### src/rtl/crc_rsp_process.sv
// crc_rsp_process: completion side of the CRC parameter channel.
// Issues one descriptor at a time to the CRC engine, retries on error, and returns a response.
module crc_rsp_process #(
    parameter int REQ_ID_W = 4,
    parameter int RPT_W    = 3,
    parameter int PARAM_W  = 64 + 2 + 32 + 32 + RPT_W + REQ_ID_W
) (
    input  logic                i_clk,
    input  logic                i_reset,
    input  logic                i_crc_params_valid,
    output logic                o_crc_params_ready,
    input  logic [PARAM_W-1:0]  i_crc_params_data,
    output logic                o_eng_cmd_valid,
    input  logic                i_eng_cmd_ready,
    output logic [63:0]         o_eng_cmd_poly,
    output logic [1:0]          o_eng_cmd_size_sel,
    output logic [31:0]         o_eng_cmd_data_addr,
    output logic [31:0]         o_eng_cmd_crc_addr,
    input  logic                i_eng_done,
    input  logic                i_eng_err,
    output logic                o_rsp_valid,
    input  logic                i_rsp_ready,
    output logic [REQ_ID_W-1:0] o_rsp_id,
    output logic                o_rsp_err,
    output logic [RPT_W:0]      o_rsp_attempts,
    output logic                o_outstand_dec,
    output logic                o_busy
);
    localparam int RPT_LSB  = REQ_ID_W;
    localparam int CRC_LSB  = RPT_LSB + RPT_W;
    localparam int DAT_LSB  = CRC_LSB + 32;
    localparam int SZ_LSB   = DAT_LSB + 32;
    localparam int POLY_LSB = SZ_LSB + 2;

    typedef enum logic [1:0] {IDLE, ISSUE, WAIT, RESP} state_e;

    state_e             state_q, state_d;
    logic [PARAM_W-1:0] desc_q, desc_d;
    logic [RPT_W-1:0]   retry_q, retry_d;
    logic               rdy_q, rdy_d;
    logic               cmd_vld_q, cmd_vld_d;
    logic               rsp_vld_q, rsp_vld_d;
    logic               rsp_err_q, rsp_err_d;
    logic [RPT_W:0]     rsp_att_q, rsp_att_d;
    logic               dec_q, dec_d;
    logic               busy_q, busy_d;
    logic [RPT_W-1:0]   rpt_num;

    assign rpt_num = desc_q[RPT_LSB +: RPT_W];

    always_comb begin
        state_d   = state_q;
        desc_d    = desc_q;
        retry_d   = retry_q;
        rsp_err_d = rsp_err_q;
        rsp_att_d = rsp_att_q;
        case (state_q)
            IDLE: if (i_crc_params_valid && rdy_q) begin
                desc_d  = i_crc_params_data;
                retry_d = '0;
                state_d = ISSUE;
            end
            ISSUE: if (i_eng_cmd_ready) state_d = WAIT;
            WAIT: if (i_eng_done) begin
                if (i_eng_err && retry_q < rpt_num) begin
                    retry_d = retry_q + RPT_W'(1);
                    state_d = ISSUE;
                end else begin
                    rsp_err_d = i_eng_err;
                    rsp_att_d = (RPT_W+1)'(retry_q) + (RPT_W+1)'(1);
                    state_d   = RESP;
                end
            end
            RESP: if (i_rsp_ready) state_d = IDLE;
            default: state_d = IDLE;
        endcase
        // Output flags follow the next state so every output is a plain flop.
        rdy_d     = state_d == IDLE;
        cmd_vld_d = state_d == ISSUE;
        rsp_vld_d = state_d == RESP;
        busy_d    = state_d != IDLE;
        dec_d     = state_q == RESP && i_rsp_ready;
    end

    always_ff @(posedge i_clk) begin
        if (i_reset) begin
            state_q   <= IDLE;
            desc_q    <= '0;
            retry_q   <= '0;
            rdy_q     <= 1'b1;
            cmd_vld_q <= 1'b0;
            rsp_vld_q <= 1'b0;
            rsp_err_q <= 1'b0;
            rsp_att_q <= '0;
            dec_q     <= 1'b0;
            busy_q    <= 1'b0;
        end else begin
            state_q   <= state_d;
            desc_q    <= desc_d;
            retry_q   <= retry_d;
            rdy_q     <= rdy_d;
            cmd_vld_q <= cmd_vld_d;
            rsp_vld_q <= rsp_vld_d;
            rsp_err_q <= rsp_err_d;
            rsp_att_q <= rsp_att_d;
            dec_q     <= dec_d;
            busy_q    <= busy_d;
        end
    end

    assign o_crc_params_ready  = rdy_q;
    assign o_eng_cmd_valid     = cmd_vld_q;
    assign o_eng_cmd_poly      = desc_q[POLY_LSB +: 64];
    assign o_eng_cmd_size_sel  = desc_q[SZ_LSB +: 2];
    assign o_eng_cmd_data_addr = desc_q[DAT_LSB +: 32];
    assign o_eng_cmd_crc_addr  = desc_q[CRC_LSB +: 32];
    assign o_rsp_valid         = rsp_vld_q;
    assign o_rsp_id            = desc_q[REQ_ID_W-1:0];
    assign o_rsp_err           = rsp_err_q;
    assign o_rsp_attempts      = rsp_att_q;
    assign o_outstand_dec      = dec_q;
    assign o_busy              = busy_q;
endmodule

### config.mk
export PLATFORM = sky130hd
export DESIGN_NAME = crc_rsp_process
export DESIGN_NICKNAME = d
export VERILOG_FILES = /design/src/rtl/crc_rsp_process.sv
export SDC_FILE = /design/constraint.sdc
export NUM_CORES = 1
export LEC_CHECK = 0
export BUFFER_PORTS_ARGS = -buffer_cell sky130_fd_sc_hd__buf_2
export CAP_MARGIN = 30
export CORE_ASPECT_RATIO = 0.7
export CORE_MARGIN = 8
export CORE_UTILIZATION = 47
export CTS_CLUSTER_SIZE = 14
export DETAILED_ROUTE_END_ITERATION = 8
export HOLD_SLACK_MARGIN = 0.1
export PLACE_DENSITY = 0.8
export SETUP_SLACK_MARGIN = 0.15
export SYNTH_ARGS = -nofsm -noshare
export SYNTH_HDL_FRONTEND = slang
export SYNTH_SLANG_ARGS = --single-unit
export TNS_END_PERCENT = 10
### constraint.sdc
create_clock -name i_clk -period 1.75 [get_ports i_clk]
set_input_delay 0.4375 -clock i_clk [delete_from_list [all_inputs] [get_ports i_clk]]
set_output_delay 0.4375 -clock i_clk [all_outputs]
set_load 0.02 [all_outputs]
=== Yosys cells after proc, flatten, opt, wreduce, memory -nomap -nowiden ===
Cells that the tools add are included.
Widths: inputs -> output; s select.

* Bits in latches: 0
* Bits in read-only memories: 0
* Output and inout port bits: 144
* Memory bits (writable): 0
* Memories kept: 0
* Flip-flop bits (word level): 152

* Divide/modulo/power cells: 0
* Multiplexer cells: 10
* Bitwise operators: 1
* Order comparisons: 1
* Add/sub/neg operators: 2
* Equal/unequal tests: 8
* Shift operators: 0
* Reduce and logical (&&, ||, !) cells: 10
* Multipliers: 0

{| class="wikitable"
|+ Operators by type and width
! cell !! number
|-
| $mux 2 || 5
|-
| $mux 3 || 3
|-
| $pmux 2 s4 || 1
|-
| $eq 2x2->1 const B || 3
|-
| $ne 2x2->1 const B || 3
|-
| $pmux 3 s2 || 1
|-
| $add 3x1->4 const B || 1
|-
| $eq 2x1->1 const B || 2
|-
| $logic_not 2->1 || 2
|-
| $reduce_and 4->1 || 1
|-
| $reduce_bool 2->1 || 2
|-
| $add 3x1->3 const B || 1
|-
| $logic_and 1x1->1 || 3
|-
| $lt 3x3->1 || 1
|-
| $reduce_and 3->1 || 1
|-
| $reduce_and 2->1 || 1
|-
| $not 1->1 || 1
|}

=== Longest topological paths before layout ===
Gate-level depths: netlist of the first run.

* Word-level depth: 6
* Mapped depth: 7
* Mapped depth without buffers: 6

=== Least setup slack after synthesis of the first run ===
Ideal clock, no wire load.

* Path type: register -> register
* Start: register desc_q[6]
* End: register busy_q (netlist: o_busy)
* Stages on the path, launching flop included: 8
* Arrival: 1423 ps
* Required time: 1607 ps
* Path slack: 184 ps
* Setup time: 143 ps
* Path buffers: 1
* Path through: dfxtp_1 -> inv_1 -> ha_1 -> nand2_1 -> o211ai_1 -> buf_2 -> o21ai_0 -> o21ai_0

* Word-level cells in the longest chain between the ends: 6

{| class="wikitable"
|+ Ends and longest elaborated chain
! element !! line !! source
|-
| from (decl) || 38 || <nowiki>logic [PARAM_W-1:0] desc_q, desc_d;</nowiki>
|-
| from (signal assigned) || 99 || <nowiki>desc_q <= desc_d;</nowiki>
|-
| $lt 3x3->1 || 65 || <nowiki>if (i_eng_err && retry_q < rpt_num) begin</nowiki>
|-
| $logic_and 1x1->1 || 65 ||
|-
| $mux 2 || 65 ||
|-
| $mux 2 || 64 || <nowiki>WAIT: if (i_eng_done) begin</nowiki>
|-
| $pmux 2 s4 || 57 || <nowiki>case (state_q)</nowiki>
|-
| $reduce_bool 2->1 || 81 || <nowiki>busy_d = state_d != IDLE;</nowiki>
|-
| to (signal assigned) || 107 || <nowiki>busy_q <= busy_d;</nowiki>
|-
| to (decl) || 46 || <nowiki>logic busy_q, busy_d;</nowiki>
|}

No other way between the ends.
A chain may end at the register's enable or synchronous reset.

=== Worst setup path after layout of the first run ===
* Start: register desc_q[6]
* End: register retry_q[0]

* Word-level cells in the longest chain between the ends: 4

{| class="wikitable"
|+ Ends and longest elaborated chain
! element !! line !! source
|-
| $lt 3x3->1 || 65 ||
|-
| $logic_and 1x1->1 || 65 ||
|-
| $ne 2x2->1 (no line) || -- ||
|-
| $reduce_and 4->1 (no line) || -- ||
|-
| to (signal assigned) || 100 || <nowiki>retry_q <= retry_d;</nowiki>
|-
| to (decl) || 39 || <nowiki>logic [RPT_W-1:0] retry_q, retry_d;</nowiki>
|}

No other way between the ends.

==> results of run 1 <==
sequential cells by signal (all words and copies together), names as in the netlist:
register	flops
desc_q	137
o_rsp_attempts	4
retry_q	3
state_q	2
o_busy	1
o_crc_params_ready	1
o_eng_cmd_valid	1
o_outstand_dec	1
o_rsp_err	1
o_rsp_valid	1
cell usage after synthesis, types with 2 or more instances:
cell	count	area, µm²
dfxtp_1	152	3043
nand2_1	278	1044
ha_1	3	37.54
nor2b_1	5	31.28
buf_2	18	90.09
buf_4	134	1006
a31oi_1	3	18.77
a21oi_1	143	715.7
nor2_1	3	11.26
clkbuf_1	19	71.32
buf_6	15	168.9
a311oi_1	2	17.52
nand2b_1	4	25.02
mux2i_1	2	20.02
inv_1	3	11.26
nand3_1	5	25.02
o21ai_0	7	35.03
cell type report:
cell class,instances,area (µm²),share of cell area (%)
Clock inverter,12,142.6,1.842
Tap cell,190,237.7,3.069
Timing Repair Buffer,310,1710,22.08
Sequential cell,152,3049,39.37
Multi-Input combinational cell,468,2147,27.72
Clock buffer,20,446.7,5.767
Inverter,3,11.26,0.1454
worst paths after layout:
check,endpoint,start,slack (ns),cells past startpoint
min,desc_q[43]$_SDFFE_PP0P_,i_crc_params_data[43],0.26,3
min reg2reg,desc_q[96]$_SDFFE_PP0P_,desc_q[96]$_SDFFE_PP0P_,0.45,2
max reg2reg,retry_q[0]$_SDFFE_PP0P_,desc_q[6]$_SDFFE_PP0P_,0.16,7
max,retry_q[0]$_SDFFE_PP0P_,desc_q[6]$_SDFFE_PP0P_,0.16,7
cell families after synthesis:
group | after synthesis | synth area share [%]
adder cells (fa/ha/maj) | 3 | 0.5787
AND/OR/NAND/NOR | 303 | 18.46
AO/OA/AOI/OAI | 160 | 12.98
flip-flops | 152 | 46.90
multiplexers | 2 | 0.3086
buffers and inverters | 189 | 20.77
metal layers:
metal	track usage, %	wire, µm	vias to the layer above
met2	30.48	7873	182
met3	7.504	1652	15
li1	-	-	2736
met4	4.850	180	0
met1	19.14	6642	2450
met5	0	0	-
through the flow:
stage	total power [µW]	worst slack, ns	cell area [µm²]	cells
finish	9446	0.1616	7745	1155
global route	9902	0.06954	7745	1155
CTS	9541	0.1530	7702	1154
detailed placement	5879	0.06888	7025	1114
global placement	5840	0.1069	7025	1114
floorplan	5624	0.1836	6487	809
power by group:
group / switching [µW] / internal [µW]
clock: 1450 / 2160
sequential: 150 / 3780
combinational: 1210 / 687
total: 2810 / 6630
worst reg2reg max path: cells and delay by family, from the launching register on:
family,cells,cell delay (ns)
and+or+nand+nor,2,0.54
DFF,1,0.33
adders and majority gates,1,0.24
buffers and inverters,2,0.22
AOI/OAI and AO/OA,2,0.19
what timing repair did:
item | 4_1_cts | 5_1_grt
hold endpoints to repair | 0 | 0
pin swaps | 6 | 8
gates resized for setup | 6 | 13
buffers inserted | 8 | 1
endpoints found under the setup margin | 2 | 15
==> flow_summary.toml, run 1 <==
[timing]
period_minus_slack_ns = 1.588
fmax_mhz = 629.6
worst_slew_pin_slew_ns = 0.3535
hold_ws_ns = 0.2636
setup_tns_ns = 0
rsz0062_at_grt = "true"
slew_headroom_pct = 76.43
setup_violations = 0
hold_viol = 0
finalClockSkew_ns = 0.009016
fin_crit_sh_pct = 90.76
timing.final.max_slew_violations = 0

[routing]
drtAntennaViolNets = 0
routedWlPerCell_um = 14.15
vias_per_cell = 4.661
drtIter0Drc = 231
drc = 0
first_pass_iters = 6
vias = 5383
drt-total-wl_um = 16350

[worst_setup_path]
cpMaxStageDelayCell = "or4_1"
worstPathRequired_ns = 2.08
start_kind = "flip-flop"
cp_max_fo = 6
crit_type = "flip-flop to flip-flop"
endpoint_kind = "flip-flop"
worst_ep_arrival_time_ns = 1.92
crit_path_cell_trace = "inv_2, ha_4, nand2_2, o211ai_1, buf_4, or4_1, o21ai_1"
max_stage_delay_ns = 0.46
crit_family = "simple AND/OR/NAND/NOR gates"
crit_buf_inv = 2

[place]
finalWeightedCongestion = 0.8515
port_buffers = 287
dp_hpwl_um = 11760

[global_route]
grt_util_all_layers_pct = 17.49
grt_pass1_vias = 5258
overflow = 0
antenna_found_initial = 0
grt_pass1_wl_um = 25590
grt_max_degree = 84

[clock_network]
clock_sinks = 152
cts_root_buf = "clkbuf_16"
tritoncts = "yes"
clock_latency_ns = 0.40
cts_buffers = 17
cts_hold_buf = 0
htreeDepth = 4
path_clk_slew_ns = 0.06
clock_path_buffers = 2

[power]
total_leakage_power_uw = 0.003614
ir_worst_vdd_mv = 0.6835
powerDensity_nw_per_um2 = 1220

[flow_run]
cap_violations = 0

[cells_and_area]
area_growth_syn_to_layout_pct = 19.38
layout-drive-gt1-share_pct = 36.89
antenna-diode-count = 0
nets = 1099
mostFrequentLayoutCell = "buf_2"
fin_util_pct = 56.56
final_cell_mix = "buf_2 (286), nand2_1 (276), dfxtp_1 (147)"
fill_cells = 1348

[yosys]
yosysWarnings = 0
synth-async-reset-ratio_pct = 0
syn-instance-count = 809
synth_area_um2 = 6487
yosysSeqAreaShare_pct = 46.90
synth_flop_cell = "dfxtp_1"
synth_seq_cells = 152
synth_edf_count = 0
yosysUniqueCellTypes = 30
syn_area_per_cell_um2 = 8.019
synth_nets = 956

[hold_path]
hold_path.class = "input port to flip-flop"

[floorplanning]
die_x_um = 156.4
core_area_um2 = 13690
die_area_um2 = 17880
num_rows = 36
pin_count = 288
die_h_um = 114.3
start_util_pct = 47.38

[outcome]
status = "finished clean"
Power figures use the tool's default switching activity.
==> run 2, diff against run 1 <==
Settings changed: PLACE_DENSITY 0.8 to 0.89.
==> flow_summary.toml, run 2 (same netlist as run 1, synthesis figures left out) <==
[power]
total_leakage_power_uw = 0.003589
ir_worst_vdd_mv = 0.7016
powerDensity_nw_per_um2 = 1232

[routing]
drtAntennaViolNets = 0
vias = 5385
wl_met1_um = 6559
met2_length_um = 7936
drtIter0Drc = 264
first_pass_iters = 4
drt-total-wl_um = 16390
routedWlPerCell_um = 14.25
drc = 0
vias_per_cell = 4.683
route.met3.wl_um = 1562
top_layer = "met5"

[timing]
rsz0062_at_grt = "true"
hold_viol = 0
slew_headroom_pct = 69.73
setup_ws_ns = 0.1386
finalClockSkew_ns = 0.01528
period_minus_slack_ns = 1.611
worst_slew_pin_slew_ns = 0.4541
timing.final.max_slew_violations = 0
setup_tns_ns = 0
fin_crit_sh_pct = 92.08
setup_violations = 0
fmax_mhz = 620.6

[worst_setup_path]
endpoint_kind = "flip-flop"
crit_type = "flip-flop to flip-flop"
cp_max_fo = 5
startpoint = "desc_q[6]$_SDFFE_PP0P_"
reg2reg_depth = 7
worst-r2r-setup-slack_ns = 0.14
worst_ep_arrival_time_ns = 1.91
start_kind = "flip-flop"
worstPathRequired_ns = 2.05
critPathCapture = "o_crc_params_ready$_SDFF_PP1_"
timing.rr.end = "o_crc_params_ready$_SDFF_PP1_"
rr_startpoint = "desc_q[6]$_SDFFE_PP0P_"

[cells_and_area]
fill_cells = 1293
fin_util_pct = 55.99
antenna-diode-count = 0
final_cell_mix = "buf_2 (286), nand2_1 (277), dfxtp_1 (150)"
nets = 1094
layout-drive-gt1-share_pct = 36.04
regMostFlops = "desc_q"
mostFrequentLayoutCell = "buf_2"
area_growth_syn_to_layout_pct = 18.17
largest_reg_flops = 137

[global_route]
overflow = 0
grt_pass1_vias = 5198
grt_pass1_wl_um = 25410
antenna_found_initial = 2
grt_max_degree = 85
grt_util_all_layers_pct = 17.53

[place]
dp_hpwl_um = 12180
port_buffers = 287
dp_slack_ns = 0.0001299
finalWeightedCongestion = 0.8304

[clock_network]
path_clk_slew_ns = 0.06
clock_latency_ns = 0.41
tritoncts = "yes"
cts_buffers = 17
clock_sinks = 152
cts_root_buf = "clkbuf_16"
htreeDepth = 4
clock_path_buffers = 2

[floorplanning]
start_util_pct = 47.38
die_x_um = 156.4
die_h_um = 114.3
num_rows = 36
core_area_um2 = 13690
die_area_um2 = 17880
pin_count = 288

[outcome]
status = "finished clean"

[flow_run]
cap_violations = 0

[hold_path]
hold_path.class = "input port to flip-flop"
run 2: changes by cell type in the layout (fill, tap and decap cells not counted), moves of 2 or more:
cell / delta
dfxtp_2: -3
dfxtp_1: +3
o21ai_0: +2
buf_6: -3
o21ai_1: -2
run 2: layout make-up:
cell class	count	area [µm²]	area share, %
clock inverters	12	138.9	1.812
flip-flops and latches	152	3045	39.73
inverters	3	11.26	0.1469
repair buffers	305	1649	21.51
well taps	190	237.7	3.101
clock buffers	20	456.7	5.957
multi-input cells	468	2127	27.75
run 2: timing repair:
action	CTS	global route
endpoints found under the setup margin	9	12
hold buffers	0	0
resized for setup	7	0
setup buffers	2	0
endpoints found under the hold margin	0	0
pin swaps	5	0
run 2: stage by stage:
step,instance area [µm²],hold WS [ns],power [µW],instances
2_1_floorplan,6487,0.4318,5624,809
3_3_place_gp,7028,0.4382,5836,1116
3_5_place_dp,7028,0.4448,5889,1116
4_1_cts,7666,0.2442,9563,1150
5_1_grt,7666,0.2425,9898,1150
6_report,7666,0.2630,9446,1150
run 2: layer usage:
layer | global-route usage (%) | vias to the layer above
met1 | 18.90 | 2442
met3 | 7.240 | 24
met2 | 30.17 | 187
li1 | - | 2728
met5 | 0 | -
met4 | 6.892 | 4
run 2: where the power goes:
| part | switching (µW) | total, µW | internal, µW | leakage [µW] |
|---|---|---|---|---|
| Combinational | 1210 | 1870 | 664 | 0.00207 |
| Clock | 1450 | 3640 | 2200 | 0.000280 |
| Sequential | 149 | 3930 | 3780 | 0.00124 |
run 2: worst min-delay path by stage:
stage / startpoint / endpoint / slack, ns / depth (start not counted)
after floorplan: desc_q[4]$_SDFFE_PP0P_ / desc_q[4]$_SDFFE_PP0P_ / 0.43 / 2
after global placement: desc_q[90]$_SDFFE_PP0P_ / desc_q[90]$_SDFFE_PP0P_ / 0.44 / 2
after detailed placement: desc_q[96]$_SDFFE_PP0P_ / desc_q[96]$_SDFFE_PP0P_ / 0.44 / 2
after CTS: i_crc_params_data[134] / desc_q[134]$_SDFFE_PP0P_ / 0.24 / 3
after global routing: i_crc_params_data[91] / desc_q[91]$_SDFFE_PP0P_ / 0.24 / 3
final: i_crc_params_data[134] / desc_q[134]$_SDFFE_PP0P_ / 0.26 / 3
run 2: worst max-delay path: stages, from the launching register on:
cell	delay [ns]
dfxtp_2	0.33
inv_2	0.04
ha_4	0.26
nand2_2	0.05
o211ai_1	0.35
o21ai_0	0.15
buf_4	0.17
o21a_1	0.16
==> run 3, diff against run 2 <==
Settings changed: CORE_MARGIN 8 to 2.
==> flow_summary.toml, run 3 (same netlist as run 1, synthesis figures left out) <==
[outcome]
status = "finished clean"

[place]
dp_slack_ns = 0.09526
dp_hpwl_um = 10480
finalWeightedCongestion = 0.7830
port_buffers = 287

[power]
finalPower_uw = 9343
powerDensity_nw_per_um2 = 1217
total_leakage_power_uw = 0.003606
ir_worst_vdd_mv = 0.8167

[worst_setup_path]
start_kind = "flip-flop"
cp_max_fo = 7
worst_ep_arrival_time_ns = 1.92
critPathCapture = "o_rsp_attempts[0]$_SDFFE_PP0P_"
worstPathRequired_ns = 2.05
startpoint = "desc_q[6]$_SDFFE_PP0P_"
max_stage_delay_ns = 0.33
crit_cells = 7
cpMaxStageDelayCell = "dfxtp_2"
crit_family = "compound AO/OA/AOI/OAI gates"
crit_type = "flip-flop to flip-flop"
reg2reg_depth = 7
worst-r2r-setup-slack_ns = 0.13
timing.rr.end = "o_rsp_attempts[0]$_SDFFE_PP0P_"
endpoint_kind = "flip-flop"
crit_path_cell_trace = "inv_2, ha_4, nand2_2, o211ai_1, buf_4, a21oi_2, a311oi_1"
rr_startpoint = "desc_q[6]$_SDFFE_PP0P_"
crit_buf_inv = 2

[clock_network]
cts_hold_buf = 0
cts_root_buf = "clkbuf_16"
clock_sinks = 152
htreeDepth = 4
path_clk_slew_ns = 0.07
clock_latency_ns = 0.40
tritoncts = "yes"
cts_buffers = 17
clock_path_buffers = 2

[routing]
top_layer = "met5"
met2_length_um = 7172
drt-total-wl_um = 14760
vias_per_cell = 4.678
drtIter0Drc = 177
wl_met1_um = 6160
drc = 0
first_pass_iters = 4
route.met3.wl_um = 1196
vias = 5366
routedWlPerCell_um = 12.87
drtAntennaViolNets = 0

[floorplanning]
die_area_um2 = 14770
pin_count = 288
core_area_um2 = 13310
die_h_um = 102.3
num_rows = 35
die_x_um = 144.4
start_util_pct = 48.73

[timing]
setup_violations = 0
rsz0062_at_grt = "true"
fmax_mhz = 617.3
hold_viol = 0
worst_slew_pin_slew_ns = 0.3252
period_minus_slack_ns = 1.620
finalClockSkew_ns = 0.007493
slew_headroom_pct = 78.29
timing.final.max_slew_violations = 0
setup_ws_ns = 0.1300
fin_crit_sh_pct = 92.57
setup_tns_ns = 0

[hold_path]
hold_path.class = "input port to flip-flop"
holdPathStages = 3

[cells_and_area]
area_growth_syn_to_layout_pct = 18.30
largest_reg_flops = 137
mostFrequentLayoutCell = "buf_2"
final_cell_mix = "buf_2 (286), nand2_1 (277), dfxtp_1 (150)"
layout-drive-gt1-share_pct = 36.38
antenna-diode-count = 0
nets = 1096
regMostFlops = "desc_q"

[global_route]
overflow = 0
antenna_found_initial = 2
grt_pass1_vias = 4793
grt_max_degree = 76
grt_pass1_wl_um = 21840
grt_util_all_layers_pct = 18.50

[flow_run]
cap_violations = 0
run 3: area by class of cell:
cell class | count | area (µm²)
fillers | 1214 | 5638
clock inverters | 14 | 137.6
well taps | 185 | 231.5
multi-input cells | 468 | 2133
flip-flops and latches | 152 | 3045
inverters | 3 | 11.26
repair buffers | 307 | 1677
clock buffers | 18 | 439.2
run 3: worst register-to-register path, stage by stage (launching register included):
cell      delay (ns)
dfxtp_2         0.33
inv_2           0.05
ha_4            0.26
nand2_2         0.05
o211ai_1        0.29
buf_4           0.22
a21oi_2         0.06
a311oi_1        0.27
run 3: routing by layer:
metal  global-route usage, %  vias to the layer above
met2                   33.28                      178
met5                       0                        -
met1                   20.40                     2430
met4                   6.572                        4
li1                        -                     2736
met3                   6.560                       18
run 3: how the worst min path moves through the flow:
stage | slack, ns | to | start
3_5_place_dp | 0.44 | desc_q[7]$_SDFFE_PP0P_ | desc_q[7]$_SDFFE_PP0P_
5_1_grt | 0.25 | desc_q[128]$_SDFFE_PP0P_ | i_crc_params_data[128]
2_1_floorplan | 0.43 | desc_q[4]$_SDFFE_PP0P_ | desc_q[4]$_SDFFE_PP0P_
3_3_place_gp | 0.44 | desc_q[31]$_SDFFE_PP0P_ | desc_q[31]$_SDFFE_PP0P_
4_1_cts | 0.25 | desc_q[76]$_SDFFE_PP0P_ | i_crc_params_data[76]
6_report | 0.26 | desc_q[76]$_SDFFE_PP0P_ | i_crc_params_data[76]
run 3: stage by stage:
| stage | util (%) | cells | hold WS, ns | area, µm² |
|---|---|---|---|---|
| floorplan | - | 809 | 0.4318 | 6487 |
| finish | 57.65 | 1147 | 0.2629 | 7675 |
| detailed placement | 52.95 | 1113 | 0.4430 | 7049 |
| global placement | 52.95 | 1113 | 0.4381 | 7049 |
| CTS | 57.34 | 1146 | 0.2457 | 7634 |
| global route | 57.65 | 1147 | 0.2488 | 7675 |
run 3: timing repair:
| item | 4_1_cts | 5_1_grt |
|---|---|---|
| endpoints found under the setup margin | 2 | 12 |
| pin swaps | 2 | 6 |
| resized for setup | 0 | 9 |
| setup buffers | 1 | 1 |
run 3: where the power goes:
| group | total, µW | internal [µW] | leakage (µW) | switching (µW) |
|---|---|---|---|---|
| registers | 3940 | 3780 | 0.00124 | 157 |
| logic | 1860 | 680 | 0.00208 | 1180 |
| clock network | 3540 | 2040 | 0.000284 | 1510 |
